--- src/rtl/krp_pkg.sv ---
// krp_pkg: shared KRP core widths, reset vector and NOP encoding
package krp_pkg;
    localparam int          KRP_XLEN     = 32;
    localparam int          KRP_WADDR_W  = 30;
    localparam logic [31:0] KRP_RESET_PC = 32'h0000_0000;
    localparam logic [31:0] KRP_NOP      = 32'h0000_0013;
endpackage

--- src/rtl/krp_ifetch_fifo.sv ---
// krp_ifetch_fifo: sync fetch buffer with flush; flush beats push, push+pop same cycle allowed
module krp_ifetch_fifo #(
    parameter int DEPTH = 2,
    parameter int W     = 62,
    localparam int PW   = $clog2(DEPTH),
    localparam int CW   = $clog2(DEPTH + 1)
) (
    input  logic          clk,
    input  logic          rst,
    input  logic          push,
    input  logic          pop,
    input  logic          flush,
    input  logic [W-1:0]  din,
    output logic [W-1:0]  dout,
    output logic [CW-1:0] count
);
    logic [W-1:0]  mem [DEPTH];
    logic [PW-1:0] rd, wr;

    function automatic logic [PW-1:0] nxt(input logic [PW-1:0] p);
        return (p == PW'(DEPTH - 1)) ? '0 : p + PW'(1);
    endfunction

    // storage cleared on reset so the head reads zero until the first push
    always_ff @(posedge clk) begin
        if (rst) begin
            rd    <= '0;
            wr    <= '0;
            count <= '0;
            for (int i = 0; i < DEPTH; i++) mem[i] <= '0;
        end else if (flush) begin
            rd    <= '0;
            wr    <= '0;
            count <= '0;
        end else begin
            if (push) begin
                mem[wr] <= din;
                wr      <= nxt(wr);
            end
            if (pop) rd <= nxt(rd);
            count <= count + CW'(push) - CW'(pop);
        end
    end

    assign dout = mem[rd];
endmodule

--- src/rtl/krp_ifetch.sv ---
// krp_ifetch: PC owner, credit-limited SRAM fetch issue, redirect squash, buffered decode output
module krp_ifetch
    import krp_pkg::*;
#(
    parameter logic [31:0] RESET_PC   = KRP_RESET_PC,
    parameter int          FIFO_DEPTH = 2
) (
    input  logic                   clk,
    input  logic                   rst,
    output logic                   ireq,
    output logic [KRP_WADDR_W-1:0] iaddr,
    input  logic [KRP_XLEN-1:0]    instr,
    input  logic                   redirect,
    input  logic [KRP_WADDR_W-1:0] redirect_pc,
    output logic                   out_valid,
    input  logic                   out_ready,
    output logic [KRP_XLEN-1:0]    out_instr,
    output logic [KRP_WADDR_W-1:0] out_pc
);
    localparam int CW = $clog2(FIFO_DEPTH + 1);
    localparam logic [KRP_WADDR_W-1:0] RESET_WA = RESET_PC[31:2];

    logic [KRP_WADDR_W-1:0]          pc, inflight_pc;
    logic                            inflight, rst_d, pop;
    logic [CW-1:0]                   count;
    logic [CW:0]                     need;
    logic [KRP_WADDR_W+KRP_XLEN-1:0] head;

    assign pop       = out_valid & out_ready;
    assign need      = {1'b0, count} + (CW + 1)'(inflight) - (CW + 1)'(pop);
    assign ireq      = ~rst & ~rst_d & ~redirect & (need < (CW + 1)'(FIFO_DEPTH));
    assign iaddr     = rst ? RESET_WA : pc;
    assign out_valid = count != '0;
    assign out_pc    = head[KRP_WADDR_W+KRP_XLEN-1:KRP_XLEN];
    assign out_instr = head[KRP_XLEN-1:0];

    // PC advance and in-flight tracking; redirect squashes the outstanding read
    always_ff @(posedge clk) begin
        rst_d <= rst;
        if (rst) begin
            pc          <= RESET_WA;
            inflight    <= 1'b0;
            inflight_pc <= '0;
        end else if (redirect) begin
            pc       <= redirect_pc;
            inflight <= 1'b0;
        end else begin
            inflight <= ireq;
            if (ireq) begin
                pc          <= pc + 30'd1;
                inflight_pc <= pc;
            end
        end
    end

    krp_ifetch_fifo #(.DEPTH(FIFO_DEPTH), .W(KRP_WADDR_W + KRP_XLEN)) u_fifo (
        .clk   (clk),
        .rst   (rst),
        .push  (inflight & ~redirect),
        .pop   (pop),
        .flush (redirect),
        .din   ({inflight_pc, instr}),
        .dout  (head),
        .count (count)
    );
endmodule

--- config.mk ---
export PLATFORM = sky130hd
export DESIGN_NAME = krp_ifetch
export DESIGN_NICKNAME = d
export VERILOG_FILES = /design/src/rtl/krp_pkg.sv /design/src/rtl/krp_ifetch_fifo.sv /design/src/rtl/krp_ifetch.sv
export SDC_FILE = /design/constraint.sdc
export NUM_CORES = 1
export LEC_CHECK = 0
export ABC_AREA = 1
export CAP_MARGIN = 20
export CORE_ASPECT_RATIO = 0.5
export CORE_MARGIN = 4
export CORE_UTILIZATION = 44
export DETAILED_ROUTE_END_ITERATION = 8
export GPL_ROUTABILITY_DRIVEN = 0
export PLACE_DENSITY_LB_ADDON = 0.3
export RECOVER_POWER = 100
export SETUP_SLACK_MARGIN = 0.1
export SYNTH_ARGS = -nofsm -noshare
export SYNTH_HDL_FRONTEND = slang
export SYNTH_SLANG_ARGS = --single-unit
--- constraint.sdc ---
create_clock -name clk -period 8.1 [get_ports clk]
set_input_delay 1.62 -clock clk [delete_from_list [all_inputs] [get_ports clk]]
set_output_delay 1.62 -clock clk [all_outputs]
set_load 0.005 [all_outputs]
== Yosys cells after proc, flatten, opt, wreduce, memory -nomap -nowiden ==
Memory sizes are Yosys's and may differ from the RTL's. A register that Yosys moved wholly into a read port is not among the register bits.
Index checks and enable logic that the tools add are counted.

* $add $sub $neg: 7
* Magnitude comparators: 1
* Multiplexer cells: 16
* Bitwise logic cells: 8
* Reduce and logical (&&, ||, !) cells: 5

{| class="wikitable"
|+ Operators by type and width
! kind !! number
|-
| $mux 30 || 3
|-
| $mux 62 || 1
|-
| $reduce_or 62->1 || 1
|-
| $add 30x1->30 const B || 1
|-
| $mux 1 || 12
|-
| $and 1x1->1 || 5
|-
| $reduce_bool 2->1 || 2
|-
| $add 2x1->3 || 1
|-
| $lt 3x2->1 const B || 1
|-
| $not 1->1 || 3
|-
| $sub 3x1->3 || 1
|-
| $add 1x1->1 const B || 2
|-
| $add 2x1->2 || 1
|-
| $reduce_and 2->1 || 1
|-
| $reduce_or 2->1 || 1
|-
| $sub 2x1->2 || 1
|}

* Bits in registers: 66
* Bits in writable memories: 124
* Logic and storage cells: 45
* Memories: 1

{| class="wikitable"
|+ Memories
! name !! depth !! width !! read ports !! clocked after memory_dff !! write ports !! line !! RTL
|-
| u_fifo.mem || 2 || 62 || 1 || 1 || 2 || krp_ifetch_fifo.sv:17 || <nowiki>logic [W-1:0] mem [DEPTH];</nowiki>
|}

== Longest topological paths before layout ==
* Depth in word-level cells: 8
* Depth in mapped cells: 17
* Mapped depth without buffers: 16

== Hierarchy ==
Synthesis repeated with hierarchy kept, for this count alone.

* Cell total of the unflattened synthesis: 998
* Area total of the unflattened synthesis: 9051.2 sq um

{| class="wikitable"
|+ Modules (own cells, without submodules)
! module !! instances !! cells each !! area an instance (sq um)
|-
| krp_ifetch_fifo || 1 || 423 || 5590.4
|-
| krp_ifetch || 1 || 575 || 3460.8
|}

== Worst setup path before layout ==
OpenSTA, ideal clock, no wires.

* Path type: input to output
* Start: input out_ready
* End: output ireq
* Data arrival time: 2.925 ns
* Data required time: 6.480 ns
* Setup slack: 3.555 ns
* Stages: 11
* Path buffers: 1
* Cells stage by stage: nand2_1 -> inv_1 -> nand2_1 -> o21ai_0 -> nand2_1 -> fa_1 -> nand2_1 -> nor2_4 -> nand2_4 -> inv_2 -> buf_4

* Word-level cells in the longest chain between the ends: 4

{| class="wikitable"
|+ RTL lines
! what !! line !! RTL
|-
| start, declared || krp_ifetch.sv:16 || <nowiki>input logic out_ready,</nowiki>
|-
| $and 1x1->1 || krp_ifetch.sv:29 || <nowiki>assign pop = out_valid & out_ready;</nowiki>
|-
| $sub 3x1->3 || krp_ifetch.sv:30 || <nowiki>assign need = {1'b0, count} + (CW + 1)'(inflight) - (CW + 1)'(pop);</nowiki>
|-
| $lt 3x2->1 || krp_ifetch.sv:31 || <nowiki>assign ireq = ~rst & ~rst_d & ~redirect & (need < (CW + 1)'(FIFO_DEPTH));</nowiki>
|-
| $and 1x1->1 || krp_ifetch.sv:31 ||
|-
| end, declared || krp_ifetch.sv:10 || <nowiki>output logic ireq,</nowiki>
|}

Every way passes these cells.

== Worst setup path after layout ==
* Start: input redirect
* End: output ireq

* Word-level cells in the longest chain between the ends: 3

{| class="wikitable"
|+ RTL lines
! what !! line !! RTL
|-
| start, declared || krp_ifetch.sv:13 || <nowiki>input logic redirect,</nowiki>
|-
| $not 1->1 (no source line) || - ||
|-
| $and 1x1->1 (2 in series) || krp_ifetch.sv:31 ||
|}

Every way passes these cells.

==> results.md <==
* Outcome: finished, violations left
* Violated checks: max-capacitance violations, max-slew violations
* 1st-iter DRT viols at 612
* RSZ-0062 raised after global routing: no
* Relative slew margins at -139%
* Critical Path RT at 6.48 ns
* Final setup viols at 0
* DR pass1 iterations at 5
* Post-CTS Hold Fix Bufs at 0
* P_sw at 0.504 mW
* Clk_lat worst skew at 0.43 ns
* Max Slew Vio Count at 254
* Fraction of layout cells with a size suffix above 1 at 9.17%
* Mapped Nets at roughly 1,000
* Remaining antenna violation count at 0
* Die Area at 22,600 µm²
* Detailed Place HPWL at about 14 mm
* Post-cts gate resize count at 0
* CTS root buf: clkbuf_16
* Power Dens Cells at 190 nW/µm²
* Fin. Hold Viols at 0
* Seq pwr share at 51.8%
* Area delta synth->final at 26.1%
* Crit path DAT at 5.30 ns
* F_max at 145 MHz
* Number of global-route vias before repair at 6,660
* Comb pwr share at 8.9%
* Io pins at 160
* Htree depth at 4
* Starting Density at about 45%
* Initial antenna violation count at 0
* Total negative setup slack at 0 ns
* DR vias at a little under 7,000
* Most common cell after layout, fill and taps aside: nor2_1
* Routed vias/inst at 4.96
* Internal at 1.61 mW
* Minimum hold slack at 0.489 ns
* Finished Core Util at between 50% and 60%
* Total gr overflow at 0
* Worst-path clk slew at 0.07 ns
* Pin count of the biggest net entering global routing at 81
* Seq cells post-synth at 191
* Startpoint class of the critical path: input pin
* Synth Instances at about 960
* Ant diodes at 0
* VDD IR max at 0.118 mV
* Clock power frac at 39.3%
* Avg Inst Size Synth at 9.24 µm²
* Switching share of power at 23.8%
* CTS sink count at 191
* Leakage power total at 4.58 nW
* Number of post-CTS setup repair buffers at 0
* CP endpoint kind: output port
* Wirelength per Cell at 15.4 µm
* Hold WC Path Type: reg -> reg
* Post-layout net count at 1,168
* GR Util All Layers at 18.8%
* Max cap viols at 4
* Chip width at 209 µm
* CTS tree: yes
* Yosys cell types at 35
* Clock buffer count from CTS at 17
* Post-route minimum period at about 6.9 ns
* Sequential element share of the synthesized area at 57.2%
* Total number of yosys warnings at 0
* Clk buf depth at 2
* Crit Path Class: in -> out
* Die Y at 108 µm
* Synth Cell Area at 8850 µm²
* Worst-Margin Slew at 3.58 ns
* DRC errors left at 0
* First-pass GRT wire length at 33.7 mm
* Final worst-path cycle share at a little under nine tenths
* CP Max Fanout at 80
* Port Buf Inserts at approximately 160
* Clock Skew at 0.0101 ns
* Core Rows at 36
* Final wirelength at 21.2 mm
* Placeable Area at 19,600 µm²
* Most frequent cells in the layout: nor2_1 (217), inv_1 (147), nand2_1 (133)
final timing paths:
check | start | cells past startpoint | slack, ns | endpoint
max | redirect | 8 | 1.18 | ireq
min | u_fifo.rd | 2 | 0.49 | flop
max reg2reg | u_fifo.count[1] | 16 | 4.21 | pc[6]
min reg2reg | u_fifo.rd | 2 | 0.49 | flop
power by group through the flow:
stage | registers, mW | logic [mW] | clock network [mW]
floorplan | 1.11 | 0.100 | 0
global placement | 1.11 | 0.197 | 0
detailed placement | 1.12 | 0.199 | 0
CTS | 1.09 | 0.200 | 0.848
global route | 1.10 | 0.209 | 0.891
finish | 1.10 | 0.189 | 0.831
registers in the layout (all words and copies together) (netlist names), named ones only:
name	count
inflight_pc	30
u_fifo.rd	1
rst_d	1
u_fifo.mem	124
u_fifo.wr	1
u_fifo.count	2
pc	30
inflight	1
worst max-delay path: stages:
cell             delay (ns)
clkdlybuf4s50_1        0.45
clkbuf_1               1.01
inv_1                  0.37
nand2_1                0.31
nor2_1                 0.11
nand2_4                0.58
inv_2                  0.29
clkdlybuf4s50_1        0.53
cells by family after synthesis:
logic type / Yosys count / synth area share (%)
AO/OA/AOI/OAI: 96 / 6.36
XOR/XNOR: 5 / 0.495
adder cells (fa/ha/maj): 3 / 0.509
buffers and inverters: 192 / 8.77
flip-flops: 191 / 57.2
multiplexers: 62 / 7.89
AND/OR/NAND/NOR: 408 / 18.7
routing by layer:
metal  vias up  part of all wire, %  track usage (%)
li1       3367                    -                -
met1      3264                   48             25.8
met2       181                   46             30.8
met3        18                  4.9             3.68
met4         0                 0.97             5.17
met5         -                    0                0
synthesized netlist by cell type:
master	count	share of area [%]
nand4_1	10	0.71
nor2_2	3	0.21
o21ai_0	28	1.6
nand3b_1	1	0.085
inv_2	3	0.13
a211oi_2	4	0.57
o21ai_1	13	0.74
edfxtp_1	124	42
nand2_2	1	0.071
a211oi_1	13	1.1
mux2_2	62	7.9
or2_2	2	0.14
xor2_1	2	0.20
nand3_1	30	1.7
nor2_4	2	0.25
ha_1	2	0.28
buf_2	9	0.51
a21oi_1	29	1.6
nand3_2	1	0.11
nand2_1	134	5.7
buf_6	4	0.51
inv_4	1	0.071
o211ai_1	3	0.25
inv_1	145	6.2
nor3_1	6	0.34
fa_1	1	0.23
clkbuf_1	27	1.1
nor2_1	216	9.2
nand2_4	2	0.25
buf_4	3	0.25
a31oi_1	2	0.14
a22oi_1	3	0.25
dfxtp_1	67	15
xnor2_1	3	0.30
o21a_1	1	0.085
per-stage QoR:
stage | cell area (µm²) | power [mW] | std cells | setup slack, ns
2_1_floorplan | 8850 | 1.21 | 957 | 3.56
3_3_place_gp | 10600 | 1.31 | 1346 | 1.88
3_5_place_dp | 10600 | 1.32 | 1346 | 1.83
4_1_cts | 11200 | 2.14 | 1378 | 1.82
5_1_grt | 11200 | 2.20 | 1378 | 0.849
6_report | 11200 | 2.11 | 1378 | 1.18
cell type report:
| class | count | area [µm²] |
|---|---|---|
| flip-flops and latches | 191 | 5070 |
| multi-input cells | 574 | 2990 |
| clock inverters | 11 | 91.3 |
| clock buffers | 21 | 493 |
| well taps | 266 | 333 |
| repair buffers | 166 | 1620 |
| fillers | 1714 | 8440 |
| inverters | 149 | 562 |
Note: power is estimated with default switching activity, not from simulation.
